## src/rtl/core_pkg.sv

```systemverilog
// Shared core types for the pipeline hazard sequencer: FSM state encoding,
// perf counter selects and the stall/bubble/flush control bundle.
package core;

    typedef enum logic [1:0] {
        HZ_RUN      = 2'd0,
        HZ_MDU_WAIT = 2'd1,
        HZ_FLUSH    = 2'd2
    } hazard_state_t;

    localparam logic [1:0] PERF_SEL_LU  = 2'd0;
    localparam logic [1:0] PERF_SEL_MDU = 2'd1;
    localparam logic [1:0] PERF_SEL_FL  = 2'd2;

    typedef struct packed {
        logic stall_if;
        logic stall_id;
        logic stall_ex;
        logic bubble_ex;
        logic flush_if_id;
    } hazard_cntrl_t;

    function automatic logic [31:0] sat_inc32(input logic [31:0] val);
        return (val == 32'hFFFF_FFFF) ? val : val + 32'd1;
    endfunction

endpackage

```

## src/rtl/hazard_perf_counters.sv

```systemverilog
// Saturating event counters for hazard stalls; only instantiated when the
// HAZARD_PERF_CNT_EN build option is defined.
module hazard_perf_counters
    import core::*;
(
    input  logic        clk,
    input  logic        rst,
    input  logic        lu_evt,
    input  logic        mdu_evt,
    input  logic        fl_evt,
    input  logic [1:0]  perf_sel_i,
    output logic [31:0] perf_cnt_o
);

    logic [31:0] cnt_lu;
    logic [31:0] cnt_mdu;
    logic [31:0] cnt_fl;

    always_ff @(posedge clk or posedge rst) begin
        if (rst) begin
            cnt_lu  <= '0;
            cnt_mdu <= '0;
            cnt_fl  <= '0;
        end else begin
            if (lu_evt)  cnt_lu  <= sat_inc32(cnt_lu);
            if (mdu_evt) cnt_mdu <= sat_inc32(cnt_mdu);
            if (fl_evt)  cnt_fl  <= sat_inc32(cnt_fl);
        end
    end

    always_comb begin
        perf_cnt_o = '0;
        case (perf_sel_i)
            PERF_SEL_LU:  perf_cnt_o = cnt_lu;
            PERF_SEL_MDU: perf_cnt_o = cnt_mdu;
            PERF_SEL_FL:  perf_cnt_o = cnt_fl;
            default:      perf_cnt_o = '0;
        endcase
    end

endmodule

```

## src/rtl/hazard_controller.sv

```systemverilog
// Pipeline hazard/stall sequencer: load-use interlock, MDU wait with timeout,
// redirect flush. Optional perf counters under HAZARD_PERF_CNT_EN.
//
// state        | meaning
// HZ_RUN       | normal issue; resolves redirect > MDU start > load-use
// HZ_MDU_WAIT  | pipeline frozen until mdu_done_i or timeout
// HZ_FLUSH     | squashing wrong-path instructions after a redirect
module hazard_controller
    import core::*;
#(
    parameter int FLUSH_CYCLES = 2,
    parameter int MDU_TIMEOUT  = 64,
    parameter int REG_AW       = 5
) (
    input  logic              clk,
    input  logic              rst,
    input  logic [REG_AW-1:0] id_rs1_i,
    input  logic [REG_AW-1:0] id_rs2_i,
    input  logic              id_rs1_used_i,
    input  logic              id_rs2_used_i,
    input  logic [REG_AW-1:0] ex_rd_i,
    input  logic              ex_rf_wr_en_i,
    input  logic              ex_is_load_i,
    input  logic              ex_mdu_start_i,
    input  logic              mdu_done_i,
    input  logic              redirect_i,
    output logic              stall_if_o,
    output logic              stall_id_o,
    output logic              stall_ex_o,
    output logic              bubble_ex_o,
    output logic              flush_if_id_o,
    output logic              mdu_timeout_o,
    output logic [1:0]        state_o,
    input  logic [1:0]        perf_sel_i,
    output logic [31:0]       perf_cnt_o
);

    localparam int WAIT_W = $clog2(MDU_TIMEOUT + 1);
    localparam int FL_W   = (FLUSH_CYCLES > 1) ? $clog2(FLUSH_CYCLES) : 1;
    localparam logic [FL_W-1:0]   FL_RELOAD = FL_W'(FLUSH_CYCLES - 1);
    localparam logic [WAIT_W-1:0] WAIT_TC   = WAIT_W'(MDU_TIMEOUT);

    hazard_state_t     state, state_nxt;
    logic [WAIT_W-1:0] wait_cnt, wait_nxt;
    logic [FL_W-1:0]   flush_cnt, flush_nxt;
    hazard_cntrl_t     cntrl;
    logic              timeout;
    logic              lu_evt;
    logic              load_use;

    assign load_use = ex_is_load_i & ex_rf_wr_en_i & (ex_rd_i != '0) &
                      ((id_rs1_used_i & (id_rs1_i == ex_rd_i)) |
                       (id_rs2_used_i & (id_rs2_i == ex_rd_i)));

    always_ff @(posedge clk or posedge rst) begin
        if (rst) begin
            state     <= HZ_RUN;
            wait_cnt  <= '0;
            flush_cnt <= '0;
        end else begin
            state     <= state_nxt;
            wait_cnt  <= wait_nxt;
            flush_cnt <= flush_nxt;
        end
    end

    always_comb begin
        state_nxt = state;
        wait_nxt  = wait_cnt;
        flush_nxt = flush_cnt;
        cntrl     = '0;
        timeout   = 1'b0;
        lu_evt    = 1'b0;
        case (state)
            HZ_RUN: begin
                if (redirect_i) begin
                    cntrl.flush_if_id = 1'b1;
                    cntrl.bubble_ex   = 1'b1;
                    if (FLUSH_CYCLES > 1) begin
                        flush_nxt = FL_RELOAD;
                        state_nxt = HZ_FLUSH;
                    end
                end else if (ex_mdu_start_i) begin
                    // A same-cycle done means the result is already there.
                    if (!mdu_done_i) begin
                        cntrl.stall_if = 1'b1;
                        cntrl.stall_id = 1'b1;
                        cntrl.stall_ex = 1'b1;
                        wait_nxt       = WAIT_W'(1);
                        state_nxt      = HZ_MDU_WAIT;
                    end
                end else if (load_use) begin
                    cntrl.stall_if  = 1'b1;
                    cntrl.stall_id  = 1'b1;
                    cntrl.bubble_ex = 1'b1;
                    lu_evt          = 1'b1;
                end
            end
            HZ_MDU_WAIT: begin
                if (mdu_done_i) begin
                    state_nxt = HZ_RUN;
                end else if (wait_cnt == WAIT_TC) begin
                    timeout   = 1'b1;
                    state_nxt = HZ_RUN;
                end else begin
                    cntrl.stall_if = 1'b1;
                    cntrl.stall_id = 1'b1;
                    cntrl.stall_ex = 1'b1;
                    wait_nxt       = wait_cnt + WAIT_W'(1);
                end
            end
            HZ_FLUSH: begin
                cntrl.flush_if_id = 1'b1;
                cntrl.bubble_ex   = 1'b1;
                if (redirect_i) begin
                    flush_nxt = FL_RELOAD;
                end else if (flush_cnt == FL_W'(1)) begin
                    state_nxt = HZ_RUN;
                end else begin
                    flush_nxt = flush_cnt - FL_W'(1);
                end
            end
            default: state_nxt = HZ_RUN;
        endcase
    end

    // Outputs are combinational, so they are forced low while reset is held.
    assign stall_if_o    = ~rst & cntrl.stall_if;
    assign stall_id_o    = ~rst & cntrl.stall_id;
    assign stall_ex_o    = ~rst & cntrl.stall_ex;
    assign bubble_ex_o   = ~rst & cntrl.bubble_ex;
    assign flush_if_id_o = ~rst & cntrl.flush_if_id;
    assign mdu_timeout_o = ~rst & timeout;
    assign state_o       = state;

`ifdef HAZARD_PERF_CNT_EN
    hazard_perf_counters u_perf (
        .clk        (clk),
        .rst        (rst),
        .lu_evt     (lu_evt),
        .mdu_evt    (state == HZ_MDU_WAIT),
        .fl_evt     (flush_if_id_o),
        .perf_sel_i (perf_sel_i),
        .perf_cnt_o (perf_cnt_o)
    );
`else
    logic unused_perf;
    assign unused_perf = ^{perf_sel_i, lu_evt};
    assign perf_cnt_o  = '0;
`endif

endmodule

```

## config.mk

```make
export PLATFORM = sky130hd
export DESIGN_NAME = hazard_controller
export DESIGN_NICKNAME = d
export VERILOG_FILES = /design/src/rtl/core_pkg.sv /design/src/rtl/hazard_perf_counters.sv /design/src/rtl/hazard_controller.sv
export SDC_FILE = /design/constraint.sdc
export NUM_CORES = 1
export LEC_CHECK = 0
export CORE_AREA = 2 2 55 57
export CTS_CLUSTER_DIAMETER = 40
export DETAILED_ROUTE_END_ITERATION = 8
export DIE_AREA = 0 0 57 59
export GPL_TIMING_DRIVEN = 0
export PLACE_DENSITY = 0.83
export SKIP_CTS_REPAIR_TIMING = 1
export SLEW_MARGIN = 10
export SYNTH_ARGS = -nofsm -noshare
export SYNTH_HDL_FRONTEND = slang
export SYNTH_SLANG_ARGS = --single-unit
```

## constraint.sdc

```tcl
create_clock -name clk -period 2.67 [get_ports clk]
set_input_delay 0.4005 -clock clk [delete_from_list [all_inputs] [get_ports clk]]
set_output_delay 0.4005 -clock clk [all_outputs]
set_load 0.1 [all_outputs]
```

== After elaboration in Yosys (flattened, before gate mapping) ==
Index checks and enable logic that the tools add are counted.
Cells by class
  shifts and indexed selects: 0
  $lt $le $gt $ge: 0
  reductions and logical operators: 7
  multiplexer cells: 34
  bitwise logic cells: 13
  divide/modulo/power cells: 0
  $add $sub $neg: 2
  eq/ne operators: 16
  multiply operators: 0
Operators with widths (count)
  $mux W7: 5
  $mux W2: 9
  $ne A2 B2 Y1 const B: 8
  $pmux W7 S2: 1
  $mux W3: 4
  $and A1 B1 Y1: 11
  $mux W1: 11
  $eq A5 B5 Y1: 2
  $ne A3 B3 Y1 const B: 3
  $add A7 B1 Y7 const B: 1
  $eq A7 B7 Y1 const B: 1
  $pmux W2 S3: 1
  $pmux W3 S2: 1
  $reduce_and A6 Y1: 1
  $reduce_and A5 Y1: 1
  $reduce_bool A5 Y1: 1
  $pmux W2 S2: 1
  $reduce_bool A2 Y1: 2
  $eq A2 B1 Y1 const B: 1
  $eq A2 B2 Y1 const B: 1
  $logic_not A2 Y1: 1
  $pmux W1 S2: 1
  $reduce_and A2 Y1: 1
  $not A1 Y1: 1
  other kinds (2): 2
Word-level totals
  word-level logic and storage cells: 75
  bits of input ports: 26
  memory bits (writable): 0
  output and inout port bits: 40
  bits in latches: 0
  memories: 0
  flip-flop bits (word level): 10
  bits in read-only memories: 0

== Depth between registers and ports, before layout ==
Gate-level depths: netlist (run 1).
  depth after elaboration: 9
  depth in mapped cells: 6
  gate-level depth less buffers: 5

== Least setup slack after synthesis (run 1) ==
Ideal clock, no wire load.
  kind: register -> output
  start: reg state[0], in the netlist state_o[0]
  end: out mdu_timeout_o
  setup slack: -2.019 ns
  stages on the path, launching flop included: 4
  data required time: 2.270 ns
  arrival: 4.289 ns
  cells stage by stage: dfrtp_1 > clkbuf_1 > nand4_1 > nor4_1
Between the ends
  longest elaborated chain between the ends: 3
Ends and longest elaborated chain
  from (decl): RTL line hazard_controller.sv:43  | hazard_state_t state, state_nxt;
  from (signal assigned): RTL line hazard_controller.sv:61  | state <= state_nxt;
  $eq A2 B1 Y1: RTL line hazard_controller.sv:74  | case (state)
  $mux W1: RTL line hazard_controller.sv:74
  $and A1 B1 Y1: RTL line hazard_controller.sv:133  | assign mdu_timeout_o = ~rst & timeout;
  to (decl): RTL line hazard_controller.sv:32  | output logic mdu_timeout_o,
No other way between the ends.

== Worst setup path in the final report (run 1) ==
  start: in ex_rd_i[1]
  end: out stall_if_o
Between the ends
  longest elaborated chain between the ends: 9
  elaborated cells between the ends (all ways): 13
  classes of those cells: eq/ne (2); mux (4); bitwise (6); reduce/logical (1)
Ends and longest elaborated chain
  from (decl): RTL line hazard_controller.sv:21  | input logic [REG_AW-1:0] ex_rd_i,
  $eq A5 B5 Y1 (on tied branches): RTL line hazard_controller.sv:52, hazard_controller.sv:53
  $and A1 B1 Y1 (on tied branches): RTL line hazard_controller.sv:52, hazard_controller.sv:53
  $or A1 B1 Y1: RTL line hazard_controller.sv:52  | ((id_rs1_used_i & (id_rs1_i == ex_rd_i)) |
  $and A1 B1 Y1 (*): RTL line hazard_controller.sv:51  | assign load_use = ex_is_load_i & ex_rf_wr_en_i & (ex_rd_i != '0) &
  $mux W2 (*): RTL line hazard_controller.sv:92  | end else if (load_use) begin
  $mux W2 (*): RTL line hazard_controller.sv:83  | end else if (ex_mdu_start_i) begin
  $mux W3 (*): RTL line hazard_controller.sv:76  | if (redirect_i) begin
  $pmux W3 S2 (*): RTL line hazard_controller.sv:74
  $and A1 B1 Y1 (*): RTL line hazard_controller.sv:128  | assign stall_if_o = ~rst & cntrl.stall_if;
  to (decl): RTL line hazard_controller.sv:27  | output logic stall_if_o,
Mark *: on every way between the ends. The rest lies on a longest branch, timed or not.

==> results of run 1 <==
==> worst max-delay path, cell delays in order <==
cell and delay [ns]:
clkdlybuf4s50_1 0.47, or4_1 0.53, o211ai_1 0.24, or3_1 0.19, o22ai_4 0.09, buf_12 0.14, clkbuf_4 0.26
==> cells by family (layout without fill, tap and decap cells) <==
kind of cell,Yosys count,count (layout),share of synthesized area [%]
adders and majority gates,2,2,2.57
other,1,32,0.385
DFF,10,10,25.7
and+or+nand+nor,32,32,18.4
AOI/OAI and AO/OA,12,12,8.87
xor gates and xnor gates,14,14,12.6
buffers and inverters,40,75,28.3
muxes,3,3,3.21
==> synth_stat cells (2+ instances only) <==
cell type and number:
o2111ai_1 3, xnor2_1 2, o211ai_1 2, and3_1 3
nor2_1 9, xor2_1 12, nand3_1 2, dfrtp_1 10
inv_1 5, mux2i_1 2, buf_4 33, a21oi_1 2
nor4_1 4, ha_1 2, nand2_1 2
==> area by class of cell <==
type	instances	area [um^2]
fill	246	1190
inverter	5	18.8
buffer	35	270
clock buffer	4	26.3
timing repair buffer	31	295
multi-input combinational	95	617
tap	31	38.8
sequential	10	255
==> per-layer routing <==
metal | GRT usage [%] | share of wire (%) | vias to the layer above
li1 | - | - | 451
met1 | 14.1 | 37 | 387
met2 | 23.6 | 54 | 37
met3 | 4.15 | 8.4 | 2
met4 | 7.64 | 1.4 | 0
met5 | 0 | 0 | -
==> power by group through the flow <==
stage | Sequential (mW) | Combinational (mW) | Clock [mW]
after floorplan | 0.188 | 0.313 | 0
after global placement | 0.178 | 0.383 | 0
after detailed placement | 0.180 | 0.385 | 0
after CTS | 0.177 | 0.386 | 0.116
after global routing | 0.179 | 0.404 | 0.120
final | 0.177 | 0.385 | 0.109
==> stage by stage <==
stage	area [um^2]	util (%)	setup TNS [ns]
global route	1520	56.1	-0.139
global placement	1510	55.7	-3.38
floorplan	1160	-	-0.0670
detailed placement	1510	55.7	-3.52
finish	1520	56.1	-0.0659
CTS	1540	56.6	-3.88
==> how the worst min path moves through the flow <==
stage / cells past startpoint / endpoint / slack, ns / startpoint
after detailed placement: 2 / flush_cnt / 0.45 / flush_cnt
final: 2 / state_o[0] / 0.32 / rst
after global routing: 2 / state_o[0] / 0.38 / rst
after global placement: 2 / flush_cnt / 0.44 / flush_cnt
after CTS: 2 / flush_cnt / 0.47 / flush_cnt
after floorplan: 1 / flush_cnt / 0.24 / rst
==> registers in the layout (all words and copies together) (netlist names) <==
name,cells
state_o,2
wait_cnt,7
flush_cnt,1
==> results.py, run 1 <==
metrics = {
    "finish": {
        "layout_commonest_cell": "buf_4",
        "nets": 209,
        "stdcell_count": 211,
        "syn_to_final_growth_pct": 56.3,
        "num_antenna_cells": 0,
        "drive_gt1_share_pct": 30.0,
        "layout_common_cells": "buf_4 (33), conb_1 (32), clkdlybuf4s50_1 (24)",
    },
    "yosys": {
        "postSynth.asyncResetShare_pct": 100,
        "avgSynthCellArea_um2": 8.54,
        "yosys.area.top_type": "dfrtp_1",
        "netlist_top_cells_area": "dfrtp_1 (26%), buf_4 (25%), xor2_1 (11%)",
        "synth_top_area_share_pct": 25.7,
        "synth-edff-count": 0,
        "synth_ff_type": "dfrtp_1",
        "synth-seq-cells": 10,
        "ys_warn_count": 0,
        "syn-instance-count": 114,
        "synth-seq-area-share_pct": 25.7,
        "syn_area_um2": 973,
        "yosys.cell_types.count": 36,
    },
    "run_status": {
        "violations": "setup timing",
        "outcome": "finished, violations left",
    },
    "place": {
        "dp.cells": 207,
        "gp_congestion": 0.826,
        "post-place-ws_ns": -1.05,
        "hpwl_mm": 1.88,
        "port_buffers": 31,
    },
    "clock_tree": {
        "numCtsBuffers": 3,
        "clk_pin_slew_ns": 0.06,
        "cts_sinks": 10,
        "clockBufferDepth": 2,
        "htreeDepth": 1,
        "cts-root-buf": "clkbuf_4",
        "cts_tree": "done",
        "worstSkewPairLatency_ns": 0.27,
    },
    "hold_path": {
        "hp-class": "in2async",
    },
    "critical_path": {
        "rrSetupSlack_ns": 1.01,
        "critical_path.reg2reg.startpoint": "wait_cnt[5]",
        "worstPathArrival_ns": 2.34,
        "critPathMaxFanout": 3,
        "crit_required_ns": 2.27,
        "cp-start-kind": "input pin",
        "crit_path_end_kind": "output pin",
        "reg2regPathDepth": 4,
        "endpoint": "stall_if_o",
        "cp-startpoint": "ex_rd_i[1]",
        "crit_type": "in2out",
        "regToRegEndpoint": "wait_cnt[2]",
    },
    "sta": {
        "hold_ws_ns": 0.322,
        "fmax_mhz": 366,
        "tightest_slew_ns": 0.972,
        "finClkSkew_ns": 0.00695,
        "setup_viol": 1,
        "relSlewSlack_pct": 35.0,
        "final_max_slew_viol_count": 0,
        "min_period_ns": 2.74,
        "rsz0062_at_grt": "true",
        "fin_ws_ns": -0.0659,
        "hold_viol": 0,
        "fin_crit_sh_pct": 102,
    },
    "pwr": {
        "clkPwrFrac_pct": 16.2,
        "p_leak_nw": 0.802,
        "switchingPower_mw": 0.351,
        "combPwrFrac_pct": 57.4,
        "seq_power_share_pct": 26.4,
        "p_sw_share_pct": 52.4,
        "irDropWorstVdd_v": 0.000234,
        "p_int_mw": 0.319,
        "power.total_mw": 0.670,
        "powerDensity_mw_per_mm2": 441,
    },
    "floorplanning": {
        "initial_utilization_pct": 35.9,
        "row_count": 19,
        "die-area_mm2": 0.00336,
        "die-height_um": 59,
        "core_mm2": 0.00271,
        "dieWidth_um": 57,
        "io_pins": 66,
    },
    "routing": {
        "antenna_left": 0,
        "drtIter0Drc": 20,
        "wirelength_mm": 2.15,
        "detailedRoute.firstPassIterationCount": 4,
        "routed_via_density": 4.16,
        "drcViolationCount": 0,
        "num_vias": 877,
        "wl_per_cell_um": 10.2,
    },
    "global_routing": {
        "grt.overflow.total": 0,
        "grtUsageTotal_pct": 13.4,
        "grt_max_degree": 11,
        "grt_first_pass_wirelength_mm": 3.50,
        "grt_pass1_vias": 849,
        "antenna_found_initial": 0,
    },
    "run": {
        "cap_viol_max_count": 0,
    },
}
Note: power is estimated with default switching activity, not from simulation.
==> run 2: changes to the inputs <==
--- a/config.mk
+++ b/config.mk
@@ -12,7 +12,6 @@
 export GPL_TIMING_DRIVEN = 0
 export PLACE_DENSITY = 0.83
 export SKIP_CTS_REPAIR_TIMING = 1
-export SLEW_MARGIN = 10
 export SYNTH_ARGS = -nofsm -noshare
 export SYNTH_HDL_FRONTEND = slang
 export SYNTH_SLANG_ARGS = --single-unit
==> constraint.sdc (replaced) <==
create_clock -name clk -period 2.67 [get_ports clk]
set_input_delay 0.4005 -clock clk [delete_from_list [all_inputs] [get_ports clk]]
set_output_delay 0.4005 -clock clk [all_outputs]
set_load 0.01 [all_outputs]
==> run 2 against run 1 <==
Against the previous run: core utilization shrank 0.65 points; routed wire length shrank 7.5%; design area shrank 1.2%; largest cell class unchanged; the run now ends clean; power shrank 33%; flip-flop and latch count is the same; sequential power is essentially flat; via count shrank 0.57%; clock skew shrank 0.0048 ns; global-route usage shrank 0.57 points.
==> results.py, run 2 (synthesized netlist as in run 1, its figures left out) <==
metrics = {
    "run_status": {
        "outcome": "completed",
    },
    "sta": {
        "min_period_ns": 2.51,
        "setup_viol": 0,
        "fin_ws_ns": 0.157,
        "tns_ns": 0,
        "fin_crit_sh_pct": 94.1,
        "final_max_slew_viol_count": 0,
        "finClkSkew_ns": 0.00212,
        "fmax_mhz": 398,
        "hold_viol": 0,
        "rsz0062_at_grt": "false",
    },
    "pwr": {
        "p_int_mw": 0.310,
        "p_sw_share_pct": 30.5,
        "combPwrFrac_pct": 37.9,
        "clkPwrFrac_pct": 22.6,
        "powerDensity_mw_per_mm2": 297,
        "irDropWorstVdd_v": 0.000238,
        "seq_power_share_pct": 39.6,
        "p_leak_nw": 0.856,
        "power.total_mw": 0.446,
        "switchingPower_mw": 0.136,
    },
    "finish": {
        "layout_common_cells": "buf_4 (33), conb_1 (32), clkdlybuf4s50_1 (24)",
        "largest_register_ffs": 7,
        "layout_commonest_cell": "buf_4",
        "max_flop_register": "wait_cnt",
        "syn_to_final_growth_pct": 54.5,
        "num_antenna_cells": 0,
        "nets": 209,
        "stdcell_count": 210,
        "drive_gt1_share_pct": 24.6,
    },
    "critical_path": {
        "reg2regPathDepth": 4,
        "crit_required_ns": 2.27,
        "worstPathArrival_ns": 2.11,
        "cp-start-kind": "input pin",
        "critPathMaxFanout": 7,
        "crit_path_end_kind": "output pin",
        "crit_type": "in2out",
    },
    "floorplanning": {
        "dieWidth_um": 57,
        "core_mm2": 0.00271,
        "die-area_mm2": 0.00336,
        "initial_utilization_pct": 35.9,
        "io_pins": 66,
        "row_count": 19,
        "die-height_um": 59,
    },
    "routing": {
        "wl_per_cell_um": 9.47,
        "drcViolationCount": 0,
        "detailedRoute.firstPassIterationCount": 1,
        "routed_via_density": 4.15,
        "antenna_left": 0,
        "wirelength_mm": 1.99,
        "drtIter0Drc": 0,
        "num_vias": 872,
    },
    "global_routing": {
        "grt.overflow.total": 0,
        "grtUsageTotal_pct": 12.8,
        "grt_max_degree": 11,
        "grt_pass1_vias": 811,
        "antenna_found_initial": 0,
        "grt_first_pass_wirelength_mm": 3.23,
    },
    "place": {
        "port_buffers": 31,
        "post-place-ws_ns": -0.265,
        "dp.cells": 207,
        "hpwl_mm": 1.69,
        "gp_congestion": 0.792,
    },
    "clock_tree": {
        "numCtsBuffers": 3,
        "cts-root-buf": "clkbuf_4",
        "htreeDepth": 1,
        "clockBufferDepth": 2,
        "cts_tree": "done",
        "cts_sinks": 10,
        "worstSkewPairLatency_ns": 0.26,
        "clk_pin_slew_ns": 0.06,
    },
    "hold_path": {
        "hp-class": "in2async",
    },
    "run": {
        "cap_viol_max_count": 0,
    },
}
-- run 2: cell types whose count changed in the layout (fill, tap and decap cells not counted), sizes merged --
cell,delta
buf,-2
dlymetal6s2s,+5
clkbuf,-4
-- run 2: worst max-delay path, cell delays in order --
cell and delay (ns):
clkdlybuf4s50_1 0.44, nor2_2 0.25, o21a_1 0.22, nand2_1 0.14
nor2_1 0.11, clkdlybuf4s50_1 0.55
-- run 2: area by class of cell --
type,count,area (um^2)
clock buffers,3,22.5
multi-input cells,95,588
plain buffers,35,258
fillers,259,1210
repair buffers,31,328
inverters,5,18.8
flip-flops and latches,10,250
well taps,31,38.8
-- run 2: worst paths after layout --
path / endpoint / from / slack, ns
max in group asynchronous: flush_cnt / rst / 2.14
min reg2reg: flush_cnt / flush_cnt / 0.47
min: wait_cnt[1] / rst / 0.25
max reg2reg: wait_cnt[2] / wait_cnt[5] / 1.15
min in group clk: flush_cnt / flush_cnt / 0.47
max: stall_ex_o / mdu_done_i / 0.16
-- run 2: power by group through the flow --
stage                     clock network, mW  logic (mW)  registers (mW)
after floorplan                           0       0.106           0.175
after global placement                    0       0.164           0.178
after detailed placement                  0       0.166           0.178
after CTS                             0.104       0.167           0.176
after global routing                  0.111       0.188           0.179
final                                 0.101       0.169           0.177
-- run 2: per-layer routing --
layer	wire, um	GRT usage [%]	share of wire, %	vias up
met5	0	0	0	-
met4	44	7.97	2.2	0
met3	270	5.24	14	4
met2	957	21.7	48	46
met1	716	13.3	36	371
li1	-	-	-	451
-- run 2: through the flow --
step	instance area, um^2	hold slack [ns]	util [%]
6_report	1500	0.248	55.5
5_1_grt	1500	0.296	55.5
4_1_cts	1460	0.480	53.9
3_5_place_dp	1440	0.466	53.1
3_3_place_gp	1440	0.442	53.1
2_1_floorplan	1090	0.241	-
==> run 3: changes to the inputs <==
--- a/config.mk
+++ b/config.mk
@@ -10,7 +10,7 @@
 export DETAILED_ROUTE_END_ITERATION = 8
 export DIE_AREA = 0 0 57 59
 export GPL_TIMING_DRIVEN = 0
-export PLACE_DENSITY = 0.83
+export PLACE_DENSITY = 0.92
 export SKIP_CTS_REPAIR_TIMING = 1
 export SYNTH_ARGS = -nofsm -noshare
 export SYNTH_HDL_FRONTEND = slang
==> run 3 against run 2 <==
Against the previous run: core utilization is 0.78 points higher; hold slack worse by 0.0097 ns; critical path depth did not move; design area up 1.4%.
==> results.py, run 3 (synthesized netlist as in run 1, its figures left out) <==
metrics = {
    "routing": {
        "num_vias": 895,
        "routed_via_density": 4.24,
        "antenna_left": 0,
        "detailedRoute.firstPassIterationCount": 4,
        "wirelength_mm": 2.28,
        "drtIter0Drc": 5,
        "wl_per_cell_um": 10.8,
        "drcViolationCount": 0,
    },
    "sta": {
        "hold_ws_ns": 0.238,
        "final_max_slew_viol_count": 0,
        "finClkSkew_ns": 0.00653,
        "fin_ws_ns": 0.141,
        "fin_crit_sh_pct": 94.7,
        "fmax_mhz": 395,
        "setup_viol": 0,
        "min_period_ns": 2.53,
        "rsz0062_at_grt": "false",
        "hold_viol": 0,
    },
    "finish": {
        "finish.utilization_pct": 56.3,
        "drive_gt1_share_pct": 26.1,
        "layout_commonest_cell": "buf_4",
        "syn_to_final_growth_pct": 56.7,
        "fillers": 250,
        "layout_common_cells": "buf_4 (33), conb_1 (32), clkdlybuf4s50_1 (26)",
        "largest_register_ffs": 7,
        "max_flop_register": "wait_cnt",
        "nets": 209,
        "num_antenna_cells": 0,
    },
    "critical_path": {
        "crit_required_ns": 2.27,
        "worstPathArrival_ns": 2.13,
        "crit_type": "in2out",
        "path_cells": "clkdlybuf4s50_1 > nor2b_4 > o21a_1 > nand2_1 > nor2_1 > clkdlybuf4s50_1",
        "cp_slowest_cell": "clkdlybuf4s50_1",
        "cp_common_cell": "clkdlybuf4s50_1",
        "crit_path_end_kind": "output pin",
        "slowest_delay_ns": 0.57,
        "critPathMaxFanout": 6,
        "cp-start-kind": "input pin",
    },
    "floorplanning": {
        "dieWidth_um": 57,
        "io_pins": 66,
        "row_count": 19,
        "die-area_mm2": 0.00336,
        "initial_utilization_pct": 35.9,
        "core_mm2": 0.00271,
        "die-height_um": 59,
    },
    "clock_tree": {
        "clockBufferDepth": 2,
        "numCtsBuffers": 3,
        "cts_tree": "done",
        "cts_sinks": 10,
        "htreeDepth": 1,
        "clk_pin_slew_ns": 0.07,
        "worstSkewPairLatency_ns": 0.27,
        "cts-root-buf": "clkbuf_4",
    },
    "place": {
        "gp_congestion": 0.866,
        "post-place-ws_ns": -0.226,
        "port_buffers": 31,
        "hpwl_mm": 1.88,
    },
    "run": {
        "cap_viol_max_count": 0,
    },
    "pwr": {
        "p_leak_nw": 0.846,
        "powerDensity_mw_per_mm2": 323,
        "irDropWorstVdd_v": 0.000395,
        "power.total_mw": 0.493,
    },
    "global_routing": {
        "grtUsageTotal_pct": 14.2,
        "grt_max_degree": 11,
        "grt.overflow.total": 0,
        "antenna_found_initial": 0,
        "grt_first_pass_wirelength_mm": 3.62,
        "grt_pass1_vias": 886,
    },
    "run_status": {
        "outcome": "completed",
    },
    "hold_path": {
        "hp-class": "in2async",
    },
}
[run 3: cell types whose count changed in the layout (fill, tap and decap cells not counted)]
cell and delta:
dlymetal6s2s_1 -2, nor4_1 -2, clkdlybuf4s50_1 +2, clkbuf_8 +1
nor4_2 +2
[run 3: worst max-delay path: cells and delay by family]
family,cells,cell delay [ns]
AND/OR/NAND/NOR,3,0.48
buffers and inverters,2,1.08
AO/OA/AOI/OAI,1,0.17
[run 3: path summary, 6_finish.rpt]
kind	start	endpoint	slack [ns]	depth (start not counted)
worst max-delay path	ex_mdu_start_i	stall_ex_o	0.14	6
worst min-delay path	rst	state_o[1]	0.24	2
worst max register to register	wait_cnt[5]	wait_cnt[2]	1.10	4
worst min register to register	flush_cnt	flush_cnt	0.49	2
max in group asynchronous	rst	wait_cnt[4]	2.14	2
min in group clk	flush_cnt	flush_cnt	0.49	2
[run 3: layout make-up]
type | instances | area [um^2] | area share (%)
multi-input cells | 95 | 601 | 39.4
repair buffers | 31 | 323 | 21.2
plain buffers | 35 | 258 | 16.9
flip-flops and latches | 10 | 250 | 16.4
well taps | 31 | 38.8 | 2.54
clock buffers | 4 | 36.3 | 2.38
inverters | 5 | 18.8 | 1.23
[run 3: power by group]
part / internal, mW / total (mW) / switching, mW
clock: 0.0829 / 0.139 / 0.0561
combinational: 0.0978 / 0.177 / 0.0791
sequential: 0.162 / 0.177 / 0.0152
[run 3: per-layer routing]
metal	part of all wire [%]	wire, um	GRT usage [%]	vias to the layer above
met5	0	0	0	-
met1	33	752	12.4	384
li1	-	-	-	454
met2	53	1210	28.1	53
met4	1.1	25	3.65	0
met3	13	290	7.64	4
[run 3: metrics by stage]
step | instances | setup TNS [ns] | cell area, um^2
CTS | 211 | -0.492 | 1480
global placement | 207 | -0.390 | 1440
floorplan | 145 | 0 | 1090
finish | 211 | 0 | 1530
detailed placement | 207 | -0.456 | 1440
global route | 211 | 0 | 1530
